`src/rtl/decoder_scan_ctrl_pkg.sv`:
```
// Shared types and defaults for the decoder scan controller.
// No logic; purely declarative, so no latency or flow control applies.
package decoder_scan_ctrl_pkg;

  typedef enum logic [1:0] {
    IDLE  = 2'd0,
    BLANK = 2'd1,
    DWELL = 2'd2
  } state_e;

  localparam int unsigned DWELL_CYCLES_DEF = 8;
  localparam int unsigned BLANK_CYCLES_DEF = 2;
  localparam int unsigned CNT_W            = 8;

endpackage

```
`src/rtl/decoder_scan_ctrl_next_channel_pick.sv`:
```
// Next-channel search: first set mask bit strictly above cur_sel, modulo 4.
// Purely combinational (zero latency); no flow control.
module next_channel_pick (
  input  logic [3:0] mask,
  input  logic [1:0] cur_sel,
  output logic [1:0] nxt_sel,
  output logic       wrap,
  output logic       none_set
);

  logic [1:0] idx;
  logic       found;

  always_comb begin
    nxt_sel = cur_sel;
    found   = 1'b0;
    idx     = cur_sel;
    // Offset 4 lands back on cur_sel, covering the single-channel case.
    for (int i = 1; i <= 4; i++) begin
      idx = cur_sel + 2'(i);
      if (!found && mask[idx]) begin
        nxt_sel = idx;
        found   = 1'b1;
      end
    end
    none_set = (mask == 4'b0000);
    wrap     = !none_set && (nxt_sel <= cur_sel);
  end

endmodule

```
`src/rtl/decoder_scan_ctrl.sv`:
```
// Scans enabled channels of a 2x4 decoder: blank period, then dwell, per channel.
// All outputs registered (one clock from inputs); no backpressure, stop aborts at once.
module decoder_scan_ctrl
  import decoder_scan_ctrl_pkg::*;
#(
  parameter int unsigned DWELL_CYCLES = DWELL_CYCLES_DEF,
  parameter int unsigned BLANK_CYCLES = BLANK_CYCLES_DEF
) (
  input  logic       clk,
  input  logic       rst,
  input  logic       start,
  input  logic       stop,
  input  logic [3:0] mask,
  output logic [1:0] sel,
  output logic       enable,
  output logic       busy,
  output logic       wrap
);

  localparam logic [CNT_W-1:0] BLANK_LAST = CNT_W'(BLANK_CYCLES - 1);
  localparam logic [CNT_W-1:0] DWELL_LAST = CNT_W'(DWELL_CYCLES - 1);

  state_e           state_q, state_d;
  logic [CNT_W-1:0] cnt_q, cnt_d;
  logic [1:0]       sel_q, sel_d;
  logic             enable_q, enable_d;
  logic             busy_q, busy_d;
  logic             wrap_q, wrap_d;

  logic [1:0]       pick_cur;
  logic [1:0]       pick_sel;
  logic             pick_wrap;
  logic             pick_none;

  // Searching upward from 3 yields the lowest set bit, reused for the start case.
  assign pick_cur = (state_q == IDLE) ? 2'd3 : sel_q;

  next_channel_pick u_pick (
    .mask     (mask),
    .cur_sel  (pick_cur),
    .nxt_sel  (pick_sel),
    .wrap     (pick_wrap),
    .none_set (pick_none)
  );

  always_comb begin
    state_d = state_q;
    cnt_d   = cnt_q;
    sel_d   = sel_q;
    wrap_d  = 1'b0;
    case (state_q)
      IDLE: begin
        if (start && !stop && !pick_none) begin
          state_d = BLANK;
          cnt_d   = '0;
          sel_d   = pick_sel;
        end
      end
      BLANK: begin
        if (stop) begin
          state_d = IDLE;
          cnt_d   = '0;
        end else if (cnt_q == BLANK_LAST) begin
          state_d = DWELL;
          cnt_d   = '0;
        end else begin
          cnt_d = cnt_q + CNT_W'(1);
        end
      end
      DWELL: begin
        if (stop) begin
          state_d = IDLE;
          cnt_d   = '0;
        end else if (cnt_q == DWELL_LAST) begin
          cnt_d = '0;
          if (pick_none) begin
            state_d = IDLE;
          end else begin
            state_d = BLANK;
            sel_d   = pick_sel;
            wrap_d  = pick_wrap;
          end
        end else begin
          cnt_d = cnt_q + CNT_W'(1);
        end
      end
      default: begin
        state_d = IDLE;
        cnt_d   = '0;
      end
    endcase
    enable_d = (state_d == DWELL);
    busy_d   = (state_d != IDLE);
  end

  always_ff @(posedge clk or posedge rst) begin
    if (rst) begin
      state_q  <= IDLE;
      cnt_q    <= '0;
      sel_q    <= 2'd0;
      enable_q <= 1'b0;
      busy_q   <= 1'b0;
      wrap_q   <= 1'b0;
    end else begin
      state_q  <= state_d;
      cnt_q    <= cnt_d;
      sel_q    <= sel_d;
      enable_q <= enable_d;
      busy_q   <= busy_d;
      wrap_q   <= wrap_d;
    end
  end

  assign sel    = sel_q;
  assign enable = enable_q;
  assign busy   = busy_q;
  assign wrap   = wrap_q;

endmodule

```
`config.mk`:
```
export PLATFORM = sky130hd
export DESIGN_NAME = decoder_scan_ctrl
export DESIGN_NICKNAME = d
export VERILOG_FILES = /design/src/rtl/decoder_scan_ctrl_pkg.sv /design/src/rtl/decoder_scan_ctrl_next_channel_pick.sv /design/src/rtl/decoder_scan_ctrl.sv
export SDC_FILE = /design/constraint.sdc
export NUM_CORES = 1
export LEC_CHECK = 0
export CAP_MARGIN = 25
export CORE_MARGIN = 3
export CORE_UTILIZATION = 55
export CTS_BUF_LIST = sky130_fd_sc_hd__clkbuf_8
export DETAILED_ROUTE_END_ITERATION = 16
export PLACE_DENSITY = 0.8
export SETUP_SLACK_MARGIN = 0.05
export SKIP_CTS_REPAIR_TIMING = 1
export SYNTH_ARGS = -nofsm -noshare
export SYNTH_HDL_FRONTEND = slang
export SYNTH_SLANG_ARGS = --single-unit
```
`constraint.sdc`:
```
create_clock -name clk -period 4.5 [get_ports clk]
set_clock_uncertainty 0.15 [all_clocks]
set_input_delay 1.125 -clock clk [delete_from_list [all_inputs] [get_ports clk]]
set_output_delay 1.125 -clock clk [all_outputs]
set_load 0.05 [all_outputs]
```
Word level (Yosys, flattened, before mapping):

Index checks and enable logic that the tools add are counted.

* input port bits: 8
* bits in registers: 15

* reduce and logical (&&, ||, !) cells: 16
* add/sub/neg operators: 4
* magnitude comparators: 5
* multiplexer cells: 38
* equality and inequality tests: 9

Operator list (count)
* 2-to-1 mux 8 bit: 5
* 2-to-1 mux 2 bit: 14
* case mux 8 bit (3 select lines): 1
* less-than comparator 2 x 3 -> 1 bit, second input constant: 4
* 2-to-1 mux 1 bit: 12
* adder 8 x 1 -> 8 bit, second input constant: 1
* binary-select mux 1 bit (select 2 bit): 4
* == test 8 x 1 -> 1 bit, second input constant: 1
* == test 8 x 3 -> 1 bit, second input constant: 1
* logical AND 1 bit: 6
* inequality test 2 bit, second input constant: 3
* case mux 2 bit (3 select lines): 1
* zero test 1 bit: 5
* AND reduction 5 bit: 1
* adder 2 bit, second input constant: 2
* == test 2 bit, second input constant: 2
* zero test 4 bit: 1
* case mux 2 bit (2 select lines): 1
* nonzero test 2 bit: 2
* adder 2 x 1 -> 2 bit, second input constant: 1
* == test 2 x 1 -> 1 bit, second input constant: 1
* less-or-equal comparator 2 bit: 1
* zero test 2 bit: 1
* inequality test 2 x 1 -> 1 bit, second input constant: 1

Logic depth before layout (Yosys ltp):

* depth after elaboration: 21
* mapped depth: 11
* gate-level depth less buffers: 10

Cells and area by module:

From an unflattened synthesis, not the netlist that was laid out.

* cell total of the unflattened synthesis: 122
* area total of the unflattened synthesis: 1071.0 um2

Modules (own cells, without submodules)
* decoder_scan_ctrl: area an instance 939.7 um2, cells each 100, instances 1
* next_channel_pick: area an instance 131.4 um2, cells each 22, instances 1

Least setup slack after synthesis:

Ideal clock, no wire load.

* kind: input to register
* start: input port mask[3]
* end: register wrap_q, in the netlist wrap
* path buffers: 1
* data required time: 4231 ps
* setup time: 119 ps
* slack: 1682 ps
* arrival: 2549 ps
* stages: 8
* cells stage by stage: clkbuf_2 > nand2b_1 > o311a_1 > o21ai_1 > xnor2_1 > ha_1 > nor3b_1 > o21a_1

* word-level cells in the longest chain between the ends: 18
* elaborated cells between the ends (all ways): 29
* those cells by class: 1 x order compare; 19 x mux; 9 x reduce/logical

RTL lines
* from (decl): RTL line decoder_scan_ctrl.sv:13 `input logic [3:0] mask,`
* binary-select mux 1 bit (select 2 bit): RTL line decoder_scan_ctrl_next_channel_pick.sv:21 `if (!found && mask[idx]) begin`
* 2-to-1 mux 1 bit (implied by the code): RTL line decoder_scan_ctrl_next_channel_pick.sv:21
* 2-to-1 mux 1 bit: RTL line decoder_scan_ctrl_next_channel_pick.sv:21
* zero test 1 bit: RTL line decoder_scan_ctrl_next_channel_pick.sv:21
* logical AND 1 bit: RTL line decoder_scan_ctrl_next_channel_pick.sv:21
* 2-to-1 mux 1 bit: RTL line decoder_scan_ctrl_next_channel_pick.sv:21
* zero test 1 bit: RTL line decoder_scan_ctrl_next_channel_pick.sv:21
* logical AND 1 bit: RTL line decoder_scan_ctrl_next_channel_pick.sv:21
* [4 not listed]
* via pick_sel[1]: RTL line decoder_scan_ctrl.sv:31 `logic [1:0] pick_sel;`
* less-or-equal comparator 2 bit *: RTL line decoder_scan_ctrl_next_channel_pick.sv:27 `wrap = !none_set && (nxt_sel <= cur_sel);`
* logical AND 1 bit *: RTL line decoder_scan_ctrl_next_channel_pick.sv:27
* 2-to-1 mux 1 bit *: RTL line decoder_scan_ctrl.sv:76 `if (pick_none) begin`
* 2-to-1 mux 1 bit *: RTL line decoder_scan_ctrl.sv:74 `end else if (cnt_q == DWELL_LAST) begin`
* 2-to-1 mux 1 bit *: RTL line decoder_scan_ctrl.sv:71 `if (stop) begin`
* 2-to-1 mux 1 bit *: RTL line decoder_scan_ctrl.sv:51 `case (state_q)`
* via wrap_d: RTL line decoder_scan_ctrl.sv:28 `logic wrap_q, wrap_d;`
* to (signal assigned): RTL line decoder_scan_ctrl.sv:110 `wrap_q <= wrap_d;`
* to (decl): RTL line decoder_scan_ctrl.sv:28

Mark *: on every way through the listed nets, which the timed path passes. The rest lies on a longest branch. The select of a mux whose other input is x is not followed.
A chain may end at the register's enable or synchronous reset.

Worst setup path after layout:

* start: input port mask[1]
* end: register wrap_q, in the netlist wrap

The elaborated chain is that of the path after synthesis.

==> results.json <==
{
  "antenna_cells": 0,
  "power.internal_w": 0.000407,
  "finalCritPeriodShare": 0.719,
  "synthAdderAreaFrac": 0.0697,
  "timing.fmax_mhz": 309,
  "grt_pass1_wl_um": 4600,
  "p_total_w": 0.000753,
  "final_area_um2": 1430,
  "die_y_um": 53.8,
  "tightest_slew_ps": 585,
  "cap_violations": 0,
  "synthXorXnorAreaFrac": 0.00697,
  "grtUsageMet2": 0.377,
  "hold_slack_ps": 408,
  "synth_top_family_by_area": "simple AND/OR/NAND/NOR gates",
  "yosys.area_share.simple": 0.269,
  "path_max_fanout": 9,
  "grt_overflow": 0,
  "drv_slew": 0,
  "clk_pin_slew_worst_paths_ps": 60,
  "numCtsBuffers": 3,
  "num-fill-cells": 158,
  "clkPwrFrac": 0.142,
  "initial_core_util": 0.610,
  "finish.cell_count_without_fillers": 174,
  "drt_iter0_drc": 11,
  "routed_wl_um": 2720,
  "rows": 16,
  "synth-seq-area-share": 0.299,
  "die_x_um": 53.8,
  "reg2reg_slack_ps": 1620,
  "endpoint_kind": "flop",
  "dp_hpwl_um": 1970,
  "slew_headroom": 0.610,
  "viasPerCell": 6.19,
  "worstPathArrival_ps": 3230,
  "critPathKind": "input port to flop",
  "design.core.area_um2": 2060,
  "tns_ps": 0,
  "rsz0062_at_grt": "false",
  "dpl_cell_area_um2": 1380,
  "synth_edf_count": 0,
  "antenna_found_initial": 0,
  "cpPeakStageDelay_ps": 560,
  "finalCriticalPeriod_ps": 3240,
  "required_ps": 4490,
  "crit_chain": "clkdlybuf4s50_1 > nor2b_1 > o21ai_0 > nand3_1 > o21ai_1 > xnor2_1 > ha_1 > nor3b_1 > o21a_1",
  "vias": 1077,
  "setup_viol": 0,
  "p_sw_frac": 0.459,
  "cp-start-kind": "input port",
  "io_pins": 13,
  "grt_max_degree": 17,
  "synth-seq-cells": 15,
  "cts_tree": "yes",
  "clock_sinks": 15,
  "hold_viol": 0,
  "avgSynthCellArea_um2": 9.25,
  "p_comb_frac": 0.578,
  "met3_usage": 0.0499,
  "grt_pass1_vias": 1040,
  "gp_congestion": 0.794,
  "area_delta_synth_final_pct": 13.3,
  "syn_area_um2": 1260,
  "ys_types": 54,
  "synth_mux_area_frac": 0.0408,
  "clkLatencyLatePin_ps": 250,
  "r2r-end": "wrap$_DFF_PP0_",
  "numPlacedInstances": 170,
  "p_sw_w": 0.000345,
  "top_usage_layer": "met2",
  "synth.net_count": 151,
  "synth_cells": 136,
  "clk_path_buf_depth": 2,
  "seqPwrFrac": 0.279,
  "min_from": "cnt_q[1]$_DFFE_PP0P_",
  "run_status": "completed",
  "finalNetCount": 163,
  "hold_path_class": "flop to flop",
  "die_area_um2": 2900,
  "crit_family": "compound AO/OA/AOI/OAI gates",
  "grt_util_met1": 0.271,
  "synthArstFlopShare": 1.00,
  "startpoint": "mask[1]",
  "grtUsageTotal": 0.215,
  "wl_per_cell_um": 15.6,
  "synth_warnings": 0,
  "crit_end": "wrap$_DFF_PP0_",
  "timing.rr.start": "state_q[0]$_DFF_PP0_",
  "htreeDepth": 1,
  "drt_pass1_iterations": 4,
  "critical_path_depth": 9,
  "drive_gt1_frac": 0.122,
  "root_buffer": "clkbuf_8",
  "p_leak_nw": 0.606,
  "synthFlopType": "dfrtp_1",
  "reg2regPathDepth": 10,
  "pwr_density_cell_nw_per_um2": 528,
  "drcViolationCount": 0,
  "worst_ir_drop_vdd_uv": 293,
  "path_buf_inv": 1,
  "antenna_left": 0,
  "synth-compound-area-share": 0.266,
  "cp_slowest_cell": "clkdlybuf4s50_1",
  "io_buffers": 12
}
per-layer routing:
metal	vias to the layer above	routed length, um
met4	0	0
li1	535	-
met5	-	0
met3	0	88
met1	526	1240
met2	16	1400
power groups by stage:
stage          Combinational [W]  Sequential, W  Clock [W]
2_1_floorplan           0.000327       0.000237          0
3_3_place_gp            0.000423       0.000209          0
3_5_place_dp            0.000433       0.000212          0
4_1_cts                 0.000436       0.000210   0.000111
5_1_grt                 0.000478       0.000217   0.000114
6_report                0.000435       0.000210   0.000107
final cells by class:
class,instances,area [um^2],share of cell area
tap,27,33.8,0.0237
multi-input combinational,109,820,0.575
clock buffer,3,41.3,0.0290
sequential,15,375,0.263
timing repair buffer,12,120,0.0843
clock inverter,1,3.75,0.00263
inverter,7,31.3,0.0219
state kept, by name (all words and copies together), names as in the netlist:
register / flops
cnt_q: 8
sel: 2
state_q: 2
busy: 1
enable: 1
wrap: 1
placed cells by master, fill, tap and decap left out, drive strengths merged, types with 2 or more instances in the layout:
| cell | instances |
|---|---|
| a21oi | 6 |
| a22o | 4 |
| a31oi | 2 |
| a32oi | 2 |
| and3 | 4 |
| and3b | 2 |
| clkbuf | 3 |
| clkdlybuf4s50 | 12 |
| dfrtp | 15 |
| ha | 7 |
| inv | 8 |
| mux2i | 4 |
| nand2 | 5 |
| nand2b | 4 |
| nand3 | 2 |
| nand4b | 3 |
| nor2 | 8 |
| nor2b | 7 |
| nor3 | 6 |
| nor3b | 3 |
| nor4 | 2 |
| o21a | 3 |
| o21ai | 9 |
| o21bai | 4 |
| o31a | 2 |
| o31ai | 2 |
worst min-delay path: cells and delay by family, from the launching register on:
kind	cells	cell delay [ps]
AOI/OAI and AO/OA	1	60
and+or+nand+nor	1	70
DFF	1	380
logic make-up (layout without fill, tap and decap cells):
group | count (synthesis) | in the layout
AOI/OAI and AO/OA | 43 | 43
buffers and inverters | 12 | 23
DFF | 15 | 15
and+or+nand+nor | 53 | 53
adders and majority gates | 7 | 7
muxes | 5 | 5
xor gates and xnor gates | 1 | 1
cell usage after synthesis, types with 3 or more instances:
cell      count  area [um^2]
nor2_1        8         30.0
inv_1         6         22.5
nand2_1       5         18.8
ha_1          7         87.6
nor3b_1       3         22.5
nor3_1        6         30.0
a21oi_1       5         25.0
nor2b_1       7         43.8
o21a_1        3         22.5
nand2b_1      3         18.8
mux2i_1       4         40.0
o21bai_1      4         30.0
o21ai_1       3         15.0
nand4b_1      3         26.3
dfrtp_1      15          375
o21ai_0       5         25.0
a22o_1        4         35.0
stage by stage:
stage | utilization | setup slack [ps]
floorplan | - | 1680
detailed placement | 0.669 | 1010
global route | 0.691 | 1060
finish | 0.691 | 1260
CTS | 0.691 | 1270
global placement | 0.669 | 1180
how the worst min path moves through the flow:
| stage | cells past startpoint | endpoint | slack, ps |
|---|---|---|---|
| after floorplan | 2 | cnt_q[1]$_DFFE_PP0P_ | 340 |
| after global placement | 2 | cnt_q[1]$_DFFE_PP0P_ | 360 |
| after detailed placement | 2 | cnt_q[1]$_DFFE_PP0P_ | 390 |
| after CTS | 2 | cnt_q[1]$_DFFE_PP0P_ | 410 |
| after global routing | 1 | cnt_q[0]$_DFFE_PP0P_ | 470 |
| final | 2 | cnt_q[1]$_DFFE_PP0P_ | 410 |
Power figures use the tool's default switching activity.
